## src/rtl/ov5640_dvp_tx.sv

```systemverilog
// OV5640-style DVP transmitter: turns a FIFO of RGB565 pixels into vsync/href/byte
// framing, two bytes per pixel (high byte first), with one-pixel read prefetch.
module ov5640_dvp_tx #(
    parameter int H_PIXEL  = 640,
    parameter int H_BLANK  = 160,
    parameter int VS_LINES = 2,
    parameter int V_BP     = 16,
    parameter int V_LINE   = 480,
    parameter int V_FP     = 8
) (
    input  logic        sys_clk,
    input  logic        sys_rst,
    input  logic        tx_en,
    output logic        pix_rd_en,
    input  logic [15:0] pix_data,
    input  logic        pix_empty,
    output logic        dvp_vsync,
    output logic        dvp_href,
    output logic [7:0]  dvp_data,
    output logic        frame_done,
    output logic        pix_underflow
);

    localparam int LINE_CYC = 2 * H_PIXEL + H_BLANK;

    localparam logic [11:0] H_LAST   = 12'(LINE_CYC - 1);
    localparam logic [11:0] PRE_H    = 12'(LINE_CYC - 2);
    localparam logic [11:0] HREF_LEN = 12'(2 * H_PIXEL);
    localparam logic [11:0] RD_LIM   = 12'(2 * H_PIXEL - 2);
    localparam logic [11:0] VS_LAST  = 12'(VS_LINES - 1);
    localparam logic [11:0] VBP_LAST = 12'((V_BP > 0) ? V_BP - 1 : 0);
    localparam logic [11:0] ACT_LAST = 12'(V_LINE - 1);
    localparam logic [11:0] VFP_LAST = 12'((V_FP > 0) ? V_FP - 1 : 0);
    localparam logic        VS_TO_ACT = (V_BP == 0);
    localparam logic        HAS_VFP   = (V_FP > 0);

    typedef enum logic [2:0] {
        ST_IDLE = 3'd0,
        ST_VS   = 3'd1,
        ST_VBP  = 3'd2,
        ST_ACT  = 3'd3,
        ST_VFP  = 3'd4
    } state_t;

    state_t      state_r, state_nxt_s, follow_s;
    logic [11:0] h_cnt_r, h_nxt_s;
    logic [11:0] v_cnt_r, v_nxt_s;
    logic [11:0] v_last_s;

    logic        vsync_r, href_r, rd_en_r, done_r, underflow_r;
    logic [7:0]  data_r;
    logic        rd_d1_r, empty_r;
    logic [15:0] pix_word_r;

    logic        href_nxt_s, rd_nxt_s, done_nxt_s, next_act_line_s;
    logic [7:0]  data_nxt_s;
    logic [15:0] word_s;

    // Line count of the current state and the state that follows it (zero-line states skipped).
    always_comb begin
        v_last_s = 12'd0;
        follow_s = ST_IDLE;
        case (state_r)
            ST_VS: begin
                v_last_s = VS_LAST;
                follow_s = VS_TO_ACT ? ST_ACT : ST_VBP;
            end
            ST_VBP: begin
                v_last_s = VBP_LAST;
                follow_s = ST_ACT;
            end
            ST_ACT: begin
                v_last_s = ACT_LAST;
                follow_s = HAS_VFP ? ST_VFP : (tx_en ? ST_VS : ST_IDLE);
            end
            ST_VFP: begin
                v_last_s = VFP_LAST;
                follow_s = tx_en ? ST_VS : ST_IDLE;
            end
            default: begin
                v_last_s = 12'd0;
                follow_s = ST_IDLE;
            end
        endcase
    end

    // Next-state and counter update; state changes only when h_cnt wraps.
    always_comb begin
        state_nxt_s = state_r;
        h_nxt_s     = h_cnt_r;
        v_nxt_s     = v_cnt_r;
        if (state_r == ST_IDLE) begin
            h_nxt_s = 12'd0;
            v_nxt_s = 12'd0;
            if (tx_en) begin
                state_nxt_s = ST_VS;
            end else begin
                state_nxt_s = ST_IDLE;
            end
        end else if (h_cnt_r == H_LAST) begin
            h_nxt_s = 12'd0;
            if (v_cnt_r == v_last_s) begin
                v_nxt_s     = 12'd0;
                state_nxt_s = follow_s;
            end else begin
                v_nxt_s = v_cnt_r + 12'd1;
            end
        end else begin
            h_nxt_s = h_cnt_r + 12'd1;
        end
    end

    // Output decode from the next position so every pin is a plain flop.
    always_comb begin
        next_act_line_s = 1'b0;
        case (state_nxt_s)
            ST_VS:   next_act_line_s = VS_TO_ACT && (v_nxt_s == VS_LAST);
            ST_VBP:  next_act_line_s = (v_nxt_s == VBP_LAST);
            ST_ACT:  next_act_line_s = (v_nxt_s != ACT_LAST);
            default: next_act_line_s = 1'b0;
        endcase

        href_nxt_s = (state_nxt_s == ST_ACT) && (h_nxt_s < HREF_LEN);
        rd_nxt_s   = ((state_nxt_s == ST_ACT) && !h_nxt_s[0] && (h_nxt_s < RD_LIM)) ||
                     ((h_nxt_s == PRE_H) && next_act_line_s);
        if (HAS_VFP) begin
            done_nxt_s = (state_nxt_s == ST_VFP) && (v_nxt_s == VFP_LAST) && (h_nxt_s == H_LAST);
        end else begin
            done_nxt_s = (state_nxt_s == ST_ACT) && (v_nxt_s == ACT_LAST) && (h_nxt_s == H_LAST);
        end

        // A read that saw an empty FIFO delivers a black pixel instead of FIFO garbage.
        word_s = rd_d1_r ? (empty_r ? 16'h0000 : pix_data) : pix_word_r;
        if (href_nxt_s) begin
            data_nxt_s = h_nxt_s[0] ? pix_word_r[7:0] : word_s[15:8];
        end else begin
            data_nxt_s = 8'h00;
        end
    end

    // Frame state and position counters.
    always_ff @(posedge sys_clk or posedge sys_rst) begin
        if (sys_rst) begin
            state_r <= ST_IDLE;
            h_cnt_r <= 12'd0;
            v_cnt_r <= 12'd0;
        end else begin
            state_r <= state_nxt_s;
            h_cnt_r <= h_nxt_s;
            v_cnt_r <= v_nxt_s;
        end
    end

    // Registered DVP pins, read strobe and frame pulse.
    always_ff @(posedge sys_clk or posedge sys_rst) begin
        if (sys_rst) begin
            vsync_r <= 1'b0;
            href_r  <= 1'b0;
            data_r  <= 8'h00;
            rd_en_r <= 1'b0;
            done_r  <= 1'b0;
        end else begin
            vsync_r <= (state_nxt_s == ST_VS);
            href_r  <= href_nxt_s;
            data_r  <= data_nxt_s;
            rd_en_r <= rd_nxt_s;
            done_r  <= done_nxt_s;
        end
    end

    // Pixel capture pipeline and sticky underflow flag.
    always_ff @(posedge sys_clk or posedge sys_rst) begin
        if (sys_rst) begin
            rd_d1_r     <= 1'b0;
            empty_r     <= 1'b0;
            pix_word_r  <= 16'h0000;
            underflow_r <= 1'b0;
        end else begin
            rd_d1_r     <= rd_en_r;
            empty_r     <= rd_en_r & pix_empty;
            pix_word_r  <= word_s;
            underflow_r <= underflow_r | (rd_en_r & pix_empty);
        end
    end

    assign pix_rd_en     = rd_en_r;
    assign dvp_vsync     = vsync_r;
    assign dvp_href      = href_r;
    assign dvp_data      = data_r;
    assign frame_done    = done_r;
    assign pix_underflow = underflow_r;

endmodule

```

## config.mk

```make
export PLATFORM = sky130hd
export DESIGN_NAME = ov5640_dvp_tx
export DESIGN_NICKNAME = d
export VERILOG_FILES = /design/src/rtl/ov5640_dvp_tx.sv
export SDC_FILE = /design/constraint.sdc
export NUM_CORES = 1
export LEC_CHECK = 0
export ABC_CLOCK_PERIOD_IN_PS = 6330
export CORE_ASPECT_RATIO = 0.7
export CORE_UTILIZATION = 60
export DETAILED_ROUTE_END_ITERATION = 8
export PLACE_DENSITY = 0.84
export RECOVER_POWER = 100
export SYNTH_ARGS = -nofsm -noshare
export SYNTH_HDL_FRONTEND = slang
export SYNTH_SLANG_ARGS = --single-unit
```

## constraint.sdc

```tcl
create_clock -name sys_clk -period 6.33 [get_ports sys_clk]
set_clock_uncertainty 0.15 [all_clocks]
set_input_delay 1.266 -clock sys_clk [delete_from_list [all_inputs] [get_ports sys_clk]]
set_output_delay 1.266 -clock sys_clk [all_outputs]
set_load 0.02 [all_outputs]
```

==> impl_metrics.ini, run 1 <==
[placement]
place_congestion = 0.908
dp_slack_ps = 2710
hpwl_mm = 4.85
port_buffers = 32
dp_cells = 396

[clock_tree]
cts_htree_levels = 3
cts_made_buffers = 9
clk_pin_slew_ps = 70
cts-root-buf = clkbuf_8
cts_num_sinks = 58
postCtsHoldBufs = 0
insertion_delay_ps = 340
tritoncts = done
cts_buffer_depth = 2
post_cts_buffers = 0
cts_resized = 0

[die]
die_area_sq_um = 5240
die_w_um = 86.1
fp.dieH_um = 60.9
ios = 33
rows = 21
start_util_pct = 62.1
fp.coreArea_sq_um = 4780

[critical_path]
cp_cell_sequence = dlygate4sd3_1, clkinv_1, clkbuf_1
crit_arrival_ps = 3970
crit_end = h_cnt_r[7]
crit_type = input pin to async pin
critPathBufInv = 3
cp.required_ps = 5970
crit_family = buffers and inverters
worst_setup_path_end_kind = async pin
r2r-end = pix_rd_en
rr_startpoint = state_r[0]
path_max_fanout = 58
crit_start = sys_rst
critical-path-slowest-cell = clkbuf_1
r2r_slack_ps = 2580
start_kind = input pin
cpPeakStageDelay_ps = 2090
ff2ff_path_depth = 8
path_depth = 3

[logic_synthesis]
syn-mean-instance-area_sq_um = 9.49
synth-main-ff-cell = dfrtp_1
post-synth-top-count-cell = dfrtp_1
synth.top_cells.by_count = dfrtp_1 (58), nand2_1 (40), nor2_1 (33)
syn_nets = 335
synth_top_area_share_pct = 48.8
ys_ff_latch = 58
synthTopCellsByArea = dfrtp_1 (49%), nand2_1 (5.1%), a22o_1 (4.4%)
synth_cell_types = 47
yosysSeqAreaShare_pct = 48.8
synth_warnings = 0
synth_top_area_cell = dfrtp_1
synth_edf_count = 0
synthArstFlopShare_pct = 100
netlist_area_sq_um = 2970
synth_cells = 313

[timing]
grt_setup_unrepaired = false
finalSetupViolations = 0
worst_pin_slew_ps = 2970
fmaxAchievable_ghz = 0.231
fin_ws_ps = 2000
fin_tns_setup_ps = 0
period_needed_ps = 4330
slew_violations = 59
slew_headroom_pct = -97.8
finalHoldViolCount = 0
fin_crit_sh_pct = 68.5

[pwr]
power.density_nw_per_um2 = 219
leakagePower_nw = 1.55
p_total_mw = 0.774
vdd_drop_max_uv = 167

[finish]
final_cell_count_no_fill = 412
syn_to_final_growth_pct = 18.7
fin_nets = 360
diodes = 0
final_core_util_pct = 73.8
drive_gt1_share_pct = 5.25

[global_routing]
grt_usage_pct = 29.9
grt_overflow = 0
grt_pass1_vias = 2179
grt_pass1_wl_mm = 11.2
grt_max_degree = 59
antenna_found_initial = 0

[outcome]
status = finished with violations
violations = max-capacitance violations, max-slew violations

[drt]
vias_per_cell = 6.10
route.detailed.drc = 0
drt_iter0_markers = 227
antenna_left = 0
vias = 2513
drt_first_pass_iters = 5
totalWireLength_mm = 6.95
wl_per_cell_um = 16.9

[worst_hold_path]
worstHoldPathType = flip-flop to flip-flop
holdPathStages = 0

[job]
drv_cap = 1
-- logic make-up (layout without fill, tap and decap cells) --
logic type                 after synthesis  count (layout)  share of synthesized area [%]
AOI/OAI and AO/OA                       61              61                           15.2
muxes                                    4               4                           1.35
DFF                                     58              58                           48.8
adders and majority gates                2               2                          0.842
buffers and inverters                   27              57                           3.54
and+or+nand+nor                        142             142                           24.6
xor gates and xnor gates                19              19                           5.60
-- state kept, by name, indices dropped and copies added, names as in the netlist --
name / count
dvp_data: 8
dvp_href: 1
dvp_vsync: 1
empty_r: 1
frame_done: 1
h_cnt_r: 12
pix_rd_en: 1
pix_underflow: 1
pix_word_r: 16
rd_d1_r: 1
state_r: 3
v_cnt_r: 12
-- placed cells by master (no fill, tap or decap), drive strengths merged, types with 8 or more instances in the layout --
cell	synthesis	layout
dfrtp	58	58
nand2	40	40
nor2	33	33
clkdlybuf4s50	0	16
dlygate4sd3	0	16
a22o	15	15
a21oi	13	13
xor2	12	12
clkbuf	16	12
nand3	9	9
o21ai	8	8
-- report_power, final --
| group | leakage, nW | total [mW] | internal, mW | switching (mW) |
|---|---|---|---|---|
| logic | 0.659 | 0.0185 | 0.00997 | 0.00855 |
| clock network | 0.109 | 0.385 | 0.233 | 0.152 |
| registers | 0.781 | 0.371 | 0.371 | 0 |
-- per-stage QoR --
stage | hold WS [ps] | area (sq um)
3_5_place_dp | 268 | 3310
3_3_place_gp | 259 | 3310
6_report | 291 | 3530
4_1_cts | 291 | 3540
5_1_grt | 297 | 3530
2_1_floorplan | 286 | 2970
-- area by class of cell --
type / instances / area, sq um
sequential: 58 / 1450
multi-input combinational: 228 / 1410
fill: 352 / 1250
timing repair buffer: 34 / 328
clock buffer: 10 / 138
clock inverter: 6 / 88.8
tap: 69 / 86.3
inverter: 7 / 26.3
-- worst min path at each step --
stage               from        endpoint  slack [ps]
3_5_place_dp   pix_rd_en         rd_d1_r         270
2_1_floorplan    empty_r  pix_word_r[14]         290
4_1_cts        pix_rd_en         rd_d1_r         290
6_report       pix_rd_en         rd_d1_r         290
3_3_place_gp   pix_rd_en         rd_d1_r         260
5_1_grt        pix_rd_en         rd_d1_r         300
-- per-layer routing --
| layer | share of wire [%] | track usage (%) | vias to the layer above | wire length [um] |
|---|---|---|---|---|
| met3 | 8.4 | 10.5 | 10 | 584 |
| met4 | 1.2 | 9.76 | 0 | 85 |
| met2 | 43 | 40.6 | 107 | 2980 |
| met1 | 48 | 44.4 | 1218 | 3310 |
| li1 | - | - | 1178 | - |
| met5 | 0 | 0 | - | 0 |
No activity file was read; power rests on OpenSTA's default activity.
==> run 2, diff against run 1 <==
--- a/config.mk
+++ b/config.mk
@@ -5,11 +5,11 @@
 export SDC_FILE = /design/constraint.sdc
 export NUM_CORES = 1
 export LEC_CHECK = 0
-export ABC_CLOCK_PERIOD_IN_PS = 6330
+export ABC_CLOCK_PERIOD_IN_PS = 4500
 export CORE_ASPECT_RATIO = 0.7
-export CORE_UTILIZATION = 60
+export CORE_UTILIZATION = 56
 export DETAILED_ROUTE_END_ITERATION = 8
-export PLACE_DENSITY = 0.84
+export PLACE_DENSITY = 0.79
 export RECOVER_POWER = 100
 export SYNTH_ARGS = -nofsm -noshare
 export SYNTH_HDL_FRONTEND = slang
==> constraint.sdc (replaced) <==
create_clock -name sys_clk -period 4.5 [get_ports sys_clk]
set_clock_uncertainty 0.15 [all_clocks]
set_input_delay 0.9 -clock sys_clk [delete_from_list [all_inputs] [get_ports sys_clk]]
set_output_delay 0.9 -clock sys_clk [all_outputs]
set_load 0.02 [all_outputs]
==> run 2 against run 1 <==
  * The flow still finishes with violations (max-capacitance violations, max-slew violations)
  * Via count down 0.56%
  * Largest cell class unchanged
  * Global-route usage fell by 1.8 points
  * Die area grew 6.9%
  * Register-to-register slack got worse by 1800 ps
  * Clock power grew 36%
  * Sequential cell count is the same
  * Design area is essentially flat
  * Non-clock buffer count up 1
==> impl_metrics.ini, run 2 (synthesis gave the netlist of run 1 again) <==
[clock_tree]
cts_buffer_depth = 2
tritoncts = done
postCtsHoldBufs = 0
cts-root-buf = clkbuf_8
cts_htree_levels = 3
cts_made_buffers = 9
clk_pin_slew_ps = 70
insertion_delay_ps = 340
post_cts_buffers = 0
cts_resized = 0
cts_num_sinks = 58

[critical_path]
worst_setup_path_end_kind = flip-flop
rr_startpoint = state_r[1]
crit_start = state_r[1]
critical-path-slowest-cell = or4b_1
cpPeakStageDelay_ps = 670
crit_family = simple AND/OR/NAND/NOR gates
crit_arrival_ps = 3810
cp_cell_sequence = or3_1, a2111o_1, and3_1, or3_1, xor2_1, or4b_1, a211oi_1, a41o_1
path_max_fanout = 15
crit_top_cell = or3_1
critPathBufInv = 0
crit_type = flip-flop to flip-flop
cp.required_ps = 4630
start_kind = flip-flop

[pwr]
vdd_drop_max_uv = 181
power.density_nw_per_um2 = 304
leakagePower_nw = 1.55
p_total_mw = 1.07

[timing]
period_needed_ps = 3690
finalSetupViolations = 0
grt_setup_unrepaired = false
fin_tns_setup_ps = 0
fin_crit_sh_pct = 81.9
fmaxAchievable_ghz = 0.271
finalHoldViolCount = 0
worst_pin_slew_ps = 1610
slew_headroom_pct = -7.22
whs_ps = 268
slew_violations = 44
fin_ws_ps = 813

[outcome]
violations = max-capacitance violations, max-slew violations
status = finished with violations

[placement]
port_buffers = 32
hpwl_mm = 4.85
place_congestion = 0.911
placed_cell_area_sq_um = 3320
dp_slack_ps = 898

[finish]
layout_common_cells = dfrtp_1 (58), nand2_1 (40), nor2_1 (33), clkdlybuf4s50_1 (16), dlygate4sd3_1 (16)
fin_area_sq_um = 3530
reg_top3 = pix_word_r x16, h_cnt_r x12, v_cnt_r x12
diodes = 0
syn_to_final_growth_pct = 18.8
fin_nets = 361
largest-register = pix_word_r
largest_reg_flops = 16
layout_commonest_cell = dfrtp_1
drive_gt1_share_pct = 5.54
fill_cells = 385

[worst_hold_path]
min_from = pix_rd_en
worstHoldPathType = flip-flop to flip-flop

[die]
die_area_sq_um = 5610
die_w_um = 89.1
start_util_pct = 60.2
fp.coreArea_sq_um = 4940
fp.dieH_um = 62.9
rows = 21
ios = 33

[job]
drv_cap = 1

[drt]
totalWireLength_mm = 6.91
route.detailed.drc = 0
vias_per_cell = 6.07
wl_per_cell_um = 16.8
drt_first_pass_iters = 5
vias = 2499
drt_iter0_markers = 261
antenna_left = 0

[global_routing]
grt_max_degree = 44
grt_overflow = 0
grt_usage_pct = 28.0
grt_pass1_wl_mm = 11.6
antenna_found_initial = 0
grt_pass1_vias = 2330
[run 2: final timing paths]
kind | slack, ps | cells past startpoint | to
worst max register to register | 810 | 8 | pix_rd_en
worst min register to register | 270 | 0 | rd_d1_r
min in group asynchronous | 1340 | 2 | v_cnt_r[4]
worst max-delay path | 810 | 8 | pix_rd_en
worst min-delay path | 270 | 0 | rd_d1_r
max in group asynchronous | 1400 | 3 | h_cnt_r[6]
[run 2: cell type report]
class | count | area [sq um] | share of cell area, %
flip-flops and latches | 58 | 1450 | 41.1
multi-input cells | 228 | 1410 | 39.9
repair buffers | 35 | 339 | 9.60
clock buffers | 11 | 141 | 4.00
well taps | 69 | 86.3 | 2.45
clock inverters | 4 | 76.3 | 2.16
inverters | 7 | 26.3 | 0.744
[run 2: power breakdown]
part / internal (mW) / switching [mW]
Clock: 0.325 / 0.200
Sequential: 0.522 / 0
Combinational: 0.0141 / 0.0123
Total: 0.860 / 0.212
[run 2: metrics by stage]
stage | std cells | utilization, %
6_report | 412 | 71.5
5_1_grt | 412 | 71.5
4_1_cts | 412 | 71.7
3_5_place_dp | 397 | 67.2
3_3_place_gp | 397 | 67.2
2_1_floorplan | 313 | -
[run 2: worst register-to-register path: stages (launching register included)]
cell      delay (ps)
dfrtp_1          540
or3_1            580
a2111o_1         410
and3_1           240
or3_1            460
xor2_1           180
or4b_1           670
a211oi_1         260
a41o_1           130
[run 2: layer usage]
metal	GRT usage [%]	vias up	wire length (um)
met1	43.9	1214	3440
li1	-	1176	-
met3	10.0	10	528
met4	5.36	0	89
met2	37.3	99	2850
met5	0	-	0
==> run 3, diff against run 2 <==
--- a/config.mk
+++ b/config.mk
@@ -5,11 +5,11 @@
 export SDC_FILE = /design/constraint.sdc
 export NUM_CORES = 1
 export LEC_CHECK = 0
-export ABC_CLOCK_PERIOD_IN_PS = 4500
+export ABC_CLOCK_PERIOD_IN_PS = 3070
 export CORE_ASPECT_RATIO = 0.7
-export CORE_UTILIZATION = 56
+export CORE_UTILIZATION = 51
 export DETAILED_ROUTE_END_ITERATION = 8
-export PLACE_DENSITY = 0.79
+export PLACE_DENSITY = 0.76
 export RECOVER_POWER = 100
 export SYNTH_ARGS = -nofsm -noshare
 export SYNTH_HDL_FRONTEND = slang
==> constraint.sdc (replaced) <==
create_clock -name sys_clk -period 3.07 [get_ports sys_clk]
set_clock_uncertainty 0.15 [all_clocks]
set_input_delay 0.614 -clock sys_clk [delete_from_list [all_inputs] [get_ports sys_clk]]
set_output_delay 0.614 -clock sys_clk [all_outputs]
set_load 0.02 [all_outputs]
==> run 3 against run 2 <==
  * Fmax rose by 22%
  * The flow now finishes without violations
  * Core utilization shrank 3.2 points
  * First-iteration DRC count down 10%
  * Sequential cell count did not move
  * Critical path type unchanged
  * Setup slack got worse by 760 ps
  * Highest routed layer unchanged
==> impl_metrics.ini, run 3 (synthesis gave the netlist of run 1 again) <==
[drt]
vias = 2561
drt_first_pass_iters = 5
drt_iter0_markers = 234
wl_per_cell_um = 16.4
antenna_left = 0
route.detailed.drc = 0
vias_per_cell = 5.83
totalWireLength_mm = 7.22

[timing]
fin_crit_sh_pct = 98.3
slew_violations = 0
fin_ws_ps = 50.7
grt_setup_unrepaired = true
slew_headroom_pct = 7.00
period_needed_ps = 3020
finalSetupViolations = 0
fmaxAchievable_ghz = 0.331
worst_pin_slew_ps = 1400
finalHoldViolCount = 0

[pwr]
vdd_drop_max_uv = 389
p_total_mw = 1.52
power.density_nw_per_um2 = 409
leakagePower_nw = 1.63

[finish]
fin_nets = 384
layout_common_cells = dfrtp_1 (58), nand2_1 (40), nor2_1 (33), buf_4 (18), clkdlybuf4s50_1 (17)
syn_to_final_growth_pct = 24.7
reg_top3 = pix_word_r x16, h_cnt_r x12, v_cnt_r x12
largest_reg_flops = 16
diodes = 0
drive_gt1_share_pct = 11.7
largest-register = pix_word_r
layout_commonest_cell = dfrtp_1

[clock_tree]
cts_num_sinks = 58
cts_made_buffers = 9
cts_buffer_depth = 2
tritoncts = done
cts-root-buf = clkbuf_8
cts_htree_levels = 3
clk_pin_slew_ps = 70
insertion_delay_ps = 340
postCtsHoldBufs = 0

[critical_path]
path_max_fanout = 15
cp_cell_sequence = nor4bb_1, nand3_1, buf_4, nor3_1, o21ai_0, a2111oi_1, and4_1, mux2i_1, a41o_1
critPathBufInv = 1
crit_type = flip-flop to flip-flop
critical-path-slowest-cell = nor4bb_1
start_kind = flip-flop
cp.required_ps = 3140
rr_startpoint = h_cnt_r[8]
cpPeakStageDelay_ps = 510
r2r_slack_ps = 50
ff2ff_path_depth = 9
worst_setup_path_end_kind = flip-flop
r2r-end = pix_rd_en
crit_arrival_ps = 3090
crit_family = simple AND/OR/NAND/NOR gates

[global_routing]
grt_max_degree = 59
grt_usage_pct = 26.6
grt_pass1_vias = 2423
grt_pass1_wl_mm = 12.0
grt_overflow = 0
antenna_found_initial = 0

[placement]
port_buffers = 32
hpwl_mm = 5.18
dp_slack_ps = -66.8
place_congestion = 0.888

[outcome]
status = finished clean

[worst_hold_path]
worstHoldPathType = flip-flop to flip-flop
whs_endpoint = rd_d1_r
holdPathStages = 0
min_from = pix_rd_en

[die]
die_area_sq_um = 6140
start_util_pct = 54.8
die_w_um = 93.2
rows = 22
fp.dieH_um = 65.9
fp.coreArea_sq_um = 5420
ios = 33

[job]
drv_cap = 0
-- run 3: area by class of cell --
cell class / count / area (sq um)
fillers: 428 / 1720
clock buffers: 10 / 138
inverters: 7 / 26.3
repair buffers: 58 / 487
well taps: 72 / 90.1
clock inverters: 6 / 66.3
flip-flops and latches: 58 / 1450
multi-input cells: 228 / 1450
-- run 3: stage by stage --
stage                     instance area, sq um  std cells  utilization (%)  hold WS, ps  setup TNS, ps
after floorplan                           2980        313                -          286          -10.2
after global placement                    3500        423             64.5          239              0
after detailed placement                  3500        423             64.5          254          -66.8
after CTS                                 3710        439             68.4          273              0
after global routing                      3700        439             68.3          283           -151
final                                     3700        439             68.3          265              0
-- run 3: metal layers --
metal | track usage [%] | vias to the layer above | part of all wire, %
li1 | - | 1226 | -
met1 | 38.2 | 1219 | 49
met2 | 37.1 | 105 | 42
met3 | 8.97 | 11 | 7.8
met4 | 9.81 | 0 | 1.3
met5 | 0 | - | 0
-- run 3: power by group --
group          total, mW  internal [mW]  switching [mW]  leakage [nW]
logic             0.0390         0.0210          0.0180         0.756
registers          0.764          0.764               0         0.781
clock network      0.713          0.396           0.317        0.0945
total               1.52           1.18           0.335          1.63
-- run 3: worst max path at each step --
stage / start / end / slack (ps) / depth (start not counted)
5_1_grt: h_cnt_r[8] / pix_rd_en / -90 / 9
2_1_floorplan: state_r[0] / pix_rd_en / -10 / 11
6_report: h_cnt_r[8] / pix_rd_en / 50 / 9
3_3_place_gp: h_cnt_r[8] / pix_rd_en / 30 / 9
3_5_place_dp: h_cnt_r[0] / frame_done / -70 / 9
4_1_cts: h_cnt_r[8] / pix_rd_en / 50 / 9
-- run 3: what timing repair did --
| action | CTS | global route |
|---|---|---|
| pin swaps | 0 | 1 |
| gates resized for setup | 1 | 7 |
| buffers inserted | 0 | 0 |
| setup endpoints to repair | 1 | 10 |
-- run 3: worst register-to-register path: stages, from the launching register on --
cell       delay, ps
dfrtp_1          440
nor4bb_1         510
nand3_1          160
buf_4            230
nor3_1           250
o21ai_0          130
a2111oi_1        480
and4_1           270
mux2i_1           70
a41o_1           210
